===== src/rtl/spi_pkg.sv =====
// Shared SPI link definitions: FSM encoding, command byte layout and frame lengths.
package spi_pkg;

  typedef enum logic [1:0] {
    StIdle,
    StCmd,
    StData
  } spi_state_e;

  // Command byte: {rw, addr[6:0]}; rw=1 is a write.
  localparam logic        SPI_RW_WRITE = 1'b1;
  localparam int unsigned CMD_RW_BIT   = 7;
  localparam int unsigned CMD_ADDR_MSB = 6;
  localparam int unsigned CMD_ADDR_LSB = 0;

  localparam int unsigned BYTE_BITS    = 8;
  localparam int unsigned FRAME_BITS   = 16;

endpackage


===== src/rtl/spi_sync_edge.sv =====
// Multi-flop synchronizer for an asynchronous level with rise/fall pulses on the synced value.
module spi_sync_edge #(
  parameter int unsigned SYNC_STAGES = 2,
  parameter logic        RESET_VAL   = 1'b0
) (
  input  logic clk_i,
  input  logic rst_ni,
  input  logic d_i,
  output logic q_o,
  output logic rise_o,
  output logic fall_o
);

  logic [SYNC_STAGES-1:0] sync_q;
  logic                   prev_q;

  // Synchronizer chain plus one history flop for edge detection.
  always_ff @(posedge clk_i or negedge rst_ni) begin
    if (!rst_ni) begin
      sync_q <= {SYNC_STAGES{RESET_VAL}};
      prev_q <= RESET_VAL;
    end else begin
      sync_q <= {sync_q[SYNC_STAGES-2:0], d_i};
      prev_q <= sync_q[SYNC_STAGES-1];
    end
  end

  assign q_o    = sync_q[SYNC_STAGES-1];
  assign rise_o = q_o & ~prev_q;
  assign fall_o = ~q_o & prev_q;

endmodule


===== src/rtl/spi_slave_responder.sv =====
// SPI mode-0 slave: decodes {rw, addr} + data frames into register-bus strobes, returns reads on MISO.
module spi_slave_responder
  import spi_pkg::*;
#(
  parameter int unsigned ADDR_W      = 7,
  parameter int unsigned DATA_W      = 8,
  parameter int unsigned SYNC_STAGES = 2
) (
  input  logic              clk_i,
  input  logic              rst_ni,
  input  logic              sclk_i,
  input  logic              cs_ni,
  input  logic              mosi_i,
  output logic              miso_o,
  output logic              miso_oe_o,
  output logic [ADDR_W-1:0] reg_addr_o,
  output logic [DATA_W-1:0] reg_wdata_o,
  output logic              reg_we_o,
  output logic              reg_re_o,
  input  logic [DATA_W-1:0] reg_rdata_i,
  output logic              busy_o,
  output logic              frame_err_o
);

  localparam int unsigned     CntW    = $clog2(BYTE_BITS);
  localparam logic [CntW-1:0] LastBit = CntW'(BYTE_BITS - 1);

  logic sclk_rise, sclk_fall, unused_sclk_lvl;
  logic cs_s, cs_rise, cs_fall;
  logic [SYNC_STAGES-1:0] mosi_sync_q;
  logic mosi_s;

  spi_sync_edge #(
    .SYNC_STAGES(SYNC_STAGES),
    .RESET_VAL  (1'b0)
  ) u_sclk_sync (
    .clk_i (clk_i),
    .rst_ni(rst_ni),
    .d_i   (sclk_i),
    .q_o   (unused_sclk_lvl),
    .rise_o(sclk_rise),
    .fall_o(sclk_fall)
  );

  // cs_n resets to "selected" so a frame already under way at release produces no falling
  // edge; a fresh frame needs cs_n to be seen high first (tracked by armed_q).
  spi_sync_edge #(
    .SYNC_STAGES(SYNC_STAGES),
    .RESET_VAL  (1'b0)
  ) u_cs_sync (
    .clk_i (clk_i),
    .rst_ni(rst_ni),
    .d_i   (cs_ni),
    .q_o   (cs_s),
    .rise_o(cs_rise),
    .fall_o(cs_fall)
  );

  // Plain synchronizer for MOSI, same depth so it lines up with the sclk edges.
  always_ff @(posedge clk_i or negedge rst_ni) begin
    if (!rst_ni) mosi_sync_q <= '0;
    else         mosi_sync_q <= {mosi_sync_q[SYNC_STAGES-2:0], mosi_i};
  end
  assign mosi_s = mosi_sync_q[SYNC_STAGES-1];

  spi_state_e        state_q, state_d;
  logic [CntW-1:0]   cnt_q, cnt_d;
  logic [DATA_W-1:0] rx_q, rx_d, tx_q, tx_d, wdata_q, wdata_d;
  logic [ADDR_W-1:0] addr_q, addr_d;
  logic              rw_q, rw_d, miso_q, miso_d;
  logic              we_q, we_d, re_q, re_d, load_q, load_d, err_q, err_d;
  logic              armed_q, armed_d;
  logic              sclk_rise_v, sclk_fall_v;
  logic [DATA_W-1:0] rx_byte;

  // Edges count while selected, plus the clk in which cs_n rises so a last bit still lands.
  assign sclk_rise_v = sclk_rise & (~cs_s | cs_rise);
  assign sclk_fall_v = sclk_fall & (~cs_s | cs_rise);
  assign rx_byte     = {rx_q[DATA_W-2:0], mosi_s};

  // State and datapath registers.
  always_ff @(posedge clk_i or negedge rst_ni) begin
    if (!rst_ni) begin
      state_q <= StIdle;
      cnt_q   <= '0;
      rx_q    <= '0;
      tx_q    <= '0;
      wdata_q <= '0;
      addr_q  <= '0;
      rw_q    <= 1'b0;
      miso_q  <= 1'b0;
      we_q    <= 1'b0;
      re_q    <= 1'b0;
      load_q  <= 1'b0;
      err_q   <= 1'b0;
      armed_q <= 1'b0;
    end else begin
      state_q <= state_d;
      cnt_q   <= cnt_d;
      rx_q    <= rx_d;
      tx_q    <= tx_d;
      wdata_q <= wdata_d;
      addr_q  <= addr_d;
      rw_q    <= rw_d;
      miso_q  <= miso_d;
      we_q    <= we_d;
      re_q    <= re_d;
      load_q  <= load_d;
      err_q   <= err_d;
      armed_q <= armed_d;
    end
  end

  // Frame FSM: command byte, then data bytes repeating with an auto-incrementing address.
  always_comb begin
    state_d = state_q;
    cnt_d   = cnt_q;
    rx_d    = rx_q;
    tx_d    = tx_q;
    wdata_d = wdata_q;
    addr_d  = addr_q;
    rw_d    = rw_q;
    miso_d  = miso_q;
    we_d    = 1'b0;
    re_d    = 1'b0;
    load_d  = re_q;
    err_d   = 1'b0;
    armed_d = armed_q | cs_s;

    // Read data is captured the clk after the strobe, well ahead of the next sclk fall.
    if (load_q) tx_d = reg_rdata_i;

    unique case (state_q)
      StIdle: begin
        if (cs_fall && armed_q) begin
          state_d = StCmd;
          cnt_d   = '0;
          rx_d    = '0;
          tx_d    = '0;
          miso_d  = 1'b0;
        end
      end
      StCmd: begin
        if (sclk_rise_v) begin
          rx_d  = rx_byte;
          cnt_d = cnt_q + 1'b1;
          if (cnt_q == LastBit) begin
            rw_d    = rx_byte[CMD_RW_BIT];
            addr_d  = rx_byte[CMD_ADDR_MSB:CMD_ADDR_LSB];
            re_d    = (rx_byte[CMD_RW_BIT] != SPI_RW_WRITE);
            state_d = StData;
          end
        end
      end
      StData: begin
        // Write bursts advance the address one clk after the strobe used it.
        if (we_q && !cs_s) addr_d = addr_q + 1'b1;
        if (sclk_fall_v && rw_q != SPI_RW_WRITE) begin
          miso_d = tx_q[DATA_W-1];
          tx_d   = {tx_q[DATA_W-2:0], 1'b0};
        end
        if (sclk_rise_v) begin
          rx_d  = rx_byte;
          cnt_d = cnt_q + 1'b1;
          if (cnt_q == LastBit) begin
            if (rw_q == SPI_RW_WRITE) begin
              wdata_d = rx_byte;
              we_d    = 1'b1;
            end else if (!cs_s) begin
              addr_d = addr_q + 1'b1;
              re_d   = 1'b1;
            end
          end
        end
      end
      default: state_d = StIdle;
    endcase

    // Deselect ends the frame from any state; a byte completing this same clk counts as clean.
    if (cs_rise) begin
      state_d = StIdle;
      miso_d  = 1'b0;
      if (state_q != StIdle && cnt_d != '0) err_d = 1'b1;
    end
  end

  assign miso_o      = miso_q;
  assign miso_oe_o   = (state_q == StData) && (rw_q != SPI_RW_WRITE);
  assign reg_addr_o  = addr_q;
  assign reg_wdata_o = wdata_q;
  assign reg_we_o    = we_q;
  assign reg_re_o    = re_q;
  assign busy_o      = ~cs_s & armed_q;
  assign frame_err_o = err_q;

endmodule


===== config.mk =====
export PLATFORM = sky130hd
export DESIGN_NAME = spi_slave_responder
export DESIGN_NICKNAME = d
export VERILOG_FILES = /design/src/rtl/spi_pkg.sv /design/src/rtl/spi_sync_edge.sv /design/src/rtl/spi_slave_responder.sv
export SDC_FILE = /design/constraint.sdc
export NUM_CORES = 1
export LEC_CHECK = 0
export BUFFER_PORTS_ARGS = -buffer_cell sky130_fd_sc_hd__buf_2
export CORE_ASPECT_RATIO = 1.25
export CORE_MARGIN = 10
export CORE_UTILIZATION = 61
export DETAILED_ROUTE_END_ITERATION = 8
export PLACE_DENSITY_LB_ADDON = 0.05
export SLEW_MARGIN = 25
export SYNTH_ARGS = -nofsm -noshare
export SYNTH_HDL_FRONTEND = slang
export SYNTH_SLANG_ARGS = --single-unit

===== constraint.sdc =====
create_clock -name clk_i -period 2.65 [get_ports clk_i]
set_input_delay 0.265 -clock clk_i [delete_from_list [all_inputs] [get_ports clk_i]]
set_output_delay 0.265 -clock clk_i [all_outputs]
set_load 0.05 [all_outputs]

## After elaboration in Yosys (flattened, before gate mapping)

Index checks and enable logic that the tools add are counted.

| storage, ports and cells | value |
|---|---|
| bits of input ports | 13 |
| flip-flop bits (word level) | 50 |
| word-level logic and storage cells | 106 |
| output and inout bits | 21 |

| operators by class | value |
|---|---|
| eq/ne operators | 12 |
| reduce and logical (&&, ||, !) cells | 19 |
| bitwise logic cells | 15 |
| $add $sub $neg | 2 |
| muxes and demuxes | 40 |

Operator list:

| operator | count |
|---|---|
| $mux 7 | 9 |
| $pmux 7 s2 | 2 |
| $mux 8 | 3 |
| $pmux 8 s2 | 1 |
| $mux 1 | 15 |
| $ne 3x3->1 const B | 4 |
| $reduce_and 3->1 | 4 |
| $mux 2 | 4 |
| $ne 2x2->1 const B | 4 |
| $reduce_and 4->1 | 2 |
| $add 7x1->7 const B | 1 |
| $and 1x1->1 | 7 |
| $mux 3 | 2 |
| $not 1->1 | 6 |
| $pmux 2 s3 | 1 |
| $pmux 3 s2 | 1 |
| $reduce_bool 2->1 | 3 |
| $reduce_bool 3->1 | 2 |
| $logic_and 1x1->1 | 5 |
| $pmux 1 s2 | 2 |
| $add 3x1->3 const B | 1 |
| $eq 3x3->1 const B | 1 |
| $eq 2x1->1 const B | 1 |
| $eq 2x2->1 const B | 1 |
| other kinds (5) | 6 |

## Depth between registers and ports, before layout

| depth | value |
|---|---|
| depth in word-level cells | 10 |
| depth in mapped cells | 7 |

## Modules after synthesis

Synthesis repeated with hierarchy kept, for this count alone.

| unflattened totals | value |
|---|---|
| cell total of the unflattened synthesis | 227 |
| area total of the unflattened synthesis | 2508.7 um2 |

Modules (own cells, without submodules):

| module | times used | area each (um2) | cells an instance |
|---|---|---|---|
| spi_slave_responder | 1 | 2328.5 | 217 |
| spi_sync_edge | 2 | 90.1 | 5 |

## Worst setup path after synthesis

No wires, ideal clock.

| timing path | value |
|---|---|
| path type | reg2reg |
| start | reg state_q[0] |
| end | reg miso_q (netlist: miso_o) |
| stages on the path, launching flop included | 8 |
| arrival | 2.151 ns |
| path buffers | 1 |
| path slack | 0.422 ns |
| setup time | 0.077 ns |
| cell sequence | dfrtp_1 -> inv_1 -> ha_1 -> nor2b_1 -> and3_1 -> clkbuf_1 -> nand4b_1 -> a21oi_1 |

| between the ends | value |
|---|---|
| longest elaborated chain between the ends | 3 |
| elaborated cells between the ends (all ways) | 8 |

RTL lines:

| what | line | source |
|---|---|---|
| from (decl) | spi_slave_responder.sv:66 | `spi_state_e state_q, state_d;` |
| from (signal assigned) | spi_slave_responder.sv:84 | `state_q <= StIdle;` |
| from (signal assigned) | spi_slave_responder.sv:98 | `state_q <= state_d;` |
| $eq 2x2->1 or $logic_not 2->1 (tied branches) | spi_slave_responder.sv:133 | `unique case (state_q)` |
| $ne 3x3->1 (no line) (tied with other cells) | n/a |  |
| $reduce_and 3->1 (no line) or $mux 1 (tied branches) | n/a |  |
| to (signal assigned) | spi_slave_responder.sv:105 | `miso_q <= miso_d;` |
| to (decl) | spi_slave_responder.sv:70 | `logic rw_q, rw_d, miso_q, miso_d;` |

Several ways; a longest one is shown, not always the timed one.
A chain may end at the register's enable or synchronous reset.

## Final worst setup path

| timing path | value |
|---|---|
| start | reg state_q[0] |
| end | out miso_oe_o |

| between the ends | value |
|---|---|
| longest elaborated chain between the ends | 2 |

RTL lines:

| what | line | source |
|---|---|---|
| $eq 2x2->1 | spi_slave_responder.sv:188 | `assign miso_oe_o = (state_q == StData) && (rw_q != SPI_RW_WRITE);` |
| $logic_and 1x1->1 | spi_slave_responder.sv:188 |  |
| to (decl) | spi_slave_responder.sv:15 | `output logic miso_oe_o,` |

Every way passes these cells.

==> impl_metrics.ini <==
[floorplanning]
coreArea_um2 = 3820
initial_core_util_pct = 63.3
fp.dieW_um = 76.3
chipHeight_um = 90.4
rows = 25
pin_count = 34
dieArea_um2 = 6900

[clock_tree]
cts_tree = built
cts_root_buf = clkbuf_8
clk_pin_slew_ps = 90
cts_buffers = 5
cts_sinks = 50
clock_latency_ps = 310
cts_max_level = 2
clockBufferDepth = 2

[logic_synthesis]
netlist_instances = 215
syn_area_um2 = 2420
async_flop_share_pct = 100
syn_nets = 235
ys.warnings.count = 0
synth.most_common_cell = dfrtp_1
synth_enable_flop_cells = 0
synth_cell_type_count = 54
ys_top_cells_by_count = dfrtp_1 (50), nand2_1 (17), inv_1 (12), o21ai_0 (11), a21oi_1 (10)
syn_area_per_cell_um2 = 11.2
dominantRegCellSynth = dfrtp_1
synth_top_cell_area_share_pct = 51.8
yosysTopAreaCell = dfrtp_1
netlist_top_cells_area = dfrtp_1 (52%), mux2i_1 (3.7%), ha_1 (3.6%)
synth-seq-cells = 50
yosysSeqAreaShare_pct = 51.8

[worst_setup_path]
r2r_end = tx_q[7]
r2r_setup_slack_ps = 650
r2r_start = state_q[0]
crit_required_ps = 2380
path_class = register to output port
worstPathArrival_ps = 1800
r2r_cells = 6
end_kind = output port
start_kind = register
cp_max_fo = 10

[sta]
fmax_mhz = 485
min_period_ps = 2060
tightest_slew_ps = 615
report.final.slew_viol_count = 0
max_slew_margin_pct = 58.8
hold_viol_final = 0
fin_setup_tns_ps = 0
final.period_utilization_pct = 77.8
rsz0062_at_grt = no
finalClockSkew_ps = 9.42
setup_viol = 0

[routing]
drt-initial-drc-count = 119
drtPass1Iterations = 4
routed_via_density = 6.05
route.vias.total = 1838
drcViolationCount = 0
antenna_left = 0
drt_wl_total_um = 5360
drt-wirelength-per-cell_um = 17.6

[grt]
grt-ovfl-total = 0
grt_pass1_wl_um = 9270
antenna_found_initial = 0
grt_pass1_vias = 1934
grt_max_degree = 51
track_usage_pct = 16.1

[run]
drv_cap = 0

[worst_hold_path]
min_from = mosi_i
whs_path_depth = 1
min_path_type = primary input to register
holdPathEnd = mosi_sync_q[0]

[final_layout]
fillCellCount = 283
seq_area_um2 = 1250
nets = 269
antenna_cells = 0
drive_gt1_share_pct = 24.8
multiInputGateArea_um2 = 1070
area_growth_pct = 13.4

[pwr]
finalPower_uw = 1660
peakVddDrop_mv = 0.379
p_leak_uw = 0.00131
p_per_area_nw_per_um2 = 606

[outcome]
status = finished clean

[place]
place.gp.congestion = 0.896
hpwl_um = 3940
portBuffers = 33
layout by cell type (no fill, tap or decap), drive strengths merged, types with 3 or more instances in the layout:
cell,Yosys,final
a21oi,10,10
a22o,7,7
a41oi,3,3
and2,4,4
and3,3,3
buf,4,34
clkbuf,4,6
dfrtp,50,50
ha,7,7
inv,12,13
mux2,9,9
mux2i,9,9
nand2,17,17
nand2b,3,3
nand3,5,5
nor2,8,8
nor2b,4,4
nor3,4,4
o211ai,3,3
o21ai,11,11
o22a,6,6
or2,3,3
or3,3,3
worst max path at each step:
| stage | startpoint | end | slack [ps] | depth (start not counted) |
|---|---|---|---|---|
| finish | state_q[0] | miso_oe_o | 590 | 4 |
| global route | state_q[0] | tx_q[3] | 450 | 6 |
| CTS | state_q[0] | miso_oe_o | 590 | 4 |
| detailed placement | state_q[0] | tx_q[6] | 680 | 6 |
| global placement | state_q[0] | tx_q[5] | 760 | 6 |
| floorplan | state_q[0] | miso_o | 420 | 7 |
registers in the layout, indices dropped and copies added (netlist names), 2 cells and up:
name	cells
rx_q	7
reg_wdata_o	8
mosi_sync_q	2
state_q	2
reg_addr_o	7
cnt_q	3
tx_q	8
u_sclk_sync.sync_q	2
u_cs_sync.sync_q	2
worst max-delay path, stage by stage, from the launching register on:
cell and delay (ps):
dfrtp_1 410, inv_1 120, ha_1 400, nor2b_1 260, buf_2 300
final cells by class:
type	instances	share of cell area, %
clock buffer	6	3.01
timing repair buffer	35	6.75
sequential	50	45.6
clock inverter	2	1.41
tap	54	2.46
multi-input combinational	145	39.1
inverter	12	1.64
cell families (layout without fill, tap and decap cells):
family | after synthesis | count (layout) | synth area share (%)
muxes | 18 | 18 | 8.23
adders and majority gates | 7 | 7 | 3.62
and+or+nand+nor | 63 | 63 | 15.4
buffers and inverters | 20 | 55 | 3.93
DFF | 50 | 50 | 51.8
AOI/OAI and AO/OA | 57 | 57 | 17.0
metal layers:
layer	vias up	GRT usage [%]	share of wire, %
met4	0	5.12	1.3
met5	-	0	0
met2	53	27.5	52
met1	921	19.0	42
li1	856	-	-
met3	8	4.48	5.2
stage by stage:
step | instances | hold slack (ps) | utilization, % | worst slack [ps] | area [um^2]
5_1_grt | 304 | 37.3 | 71.8 | 451 | 2740
6_report | 304 | 57.8 | 71.8 | 588 | 2740
2_1_floorplan | 215 | -30.6 | - | 422 | 2420
3_3_place_gp | 295 | 333 | 68.3 | 759 | 2610
4_1_cts | 303 | 52.9 | 71.5 | 591 | 2730
3_5_place_dp | 295 | 335 | 68.3 | 677 | 2610
report_power, final:
group,switching (uW),leakage (uW),internal [uW],total (uW)
Clock,265,0.0000618,311,576
Combinational,182,0.000574,87.5,269
Sequential,26.5,0.000673,789,816
Total,473,0.00131,1190,1660
repair_timing:
| item | CTS | global route |
|---|---|---|
| setup endpoints to repair | 0 | 0 |
| setup buffers | 0 | 0 |
| resized for setup | 0 | 0 |
| hold buffers | 0 | 1 |
| hold endpoints to repair | 0 | 14 |
No activity file was read; power rests on OpenSTA's default activity.
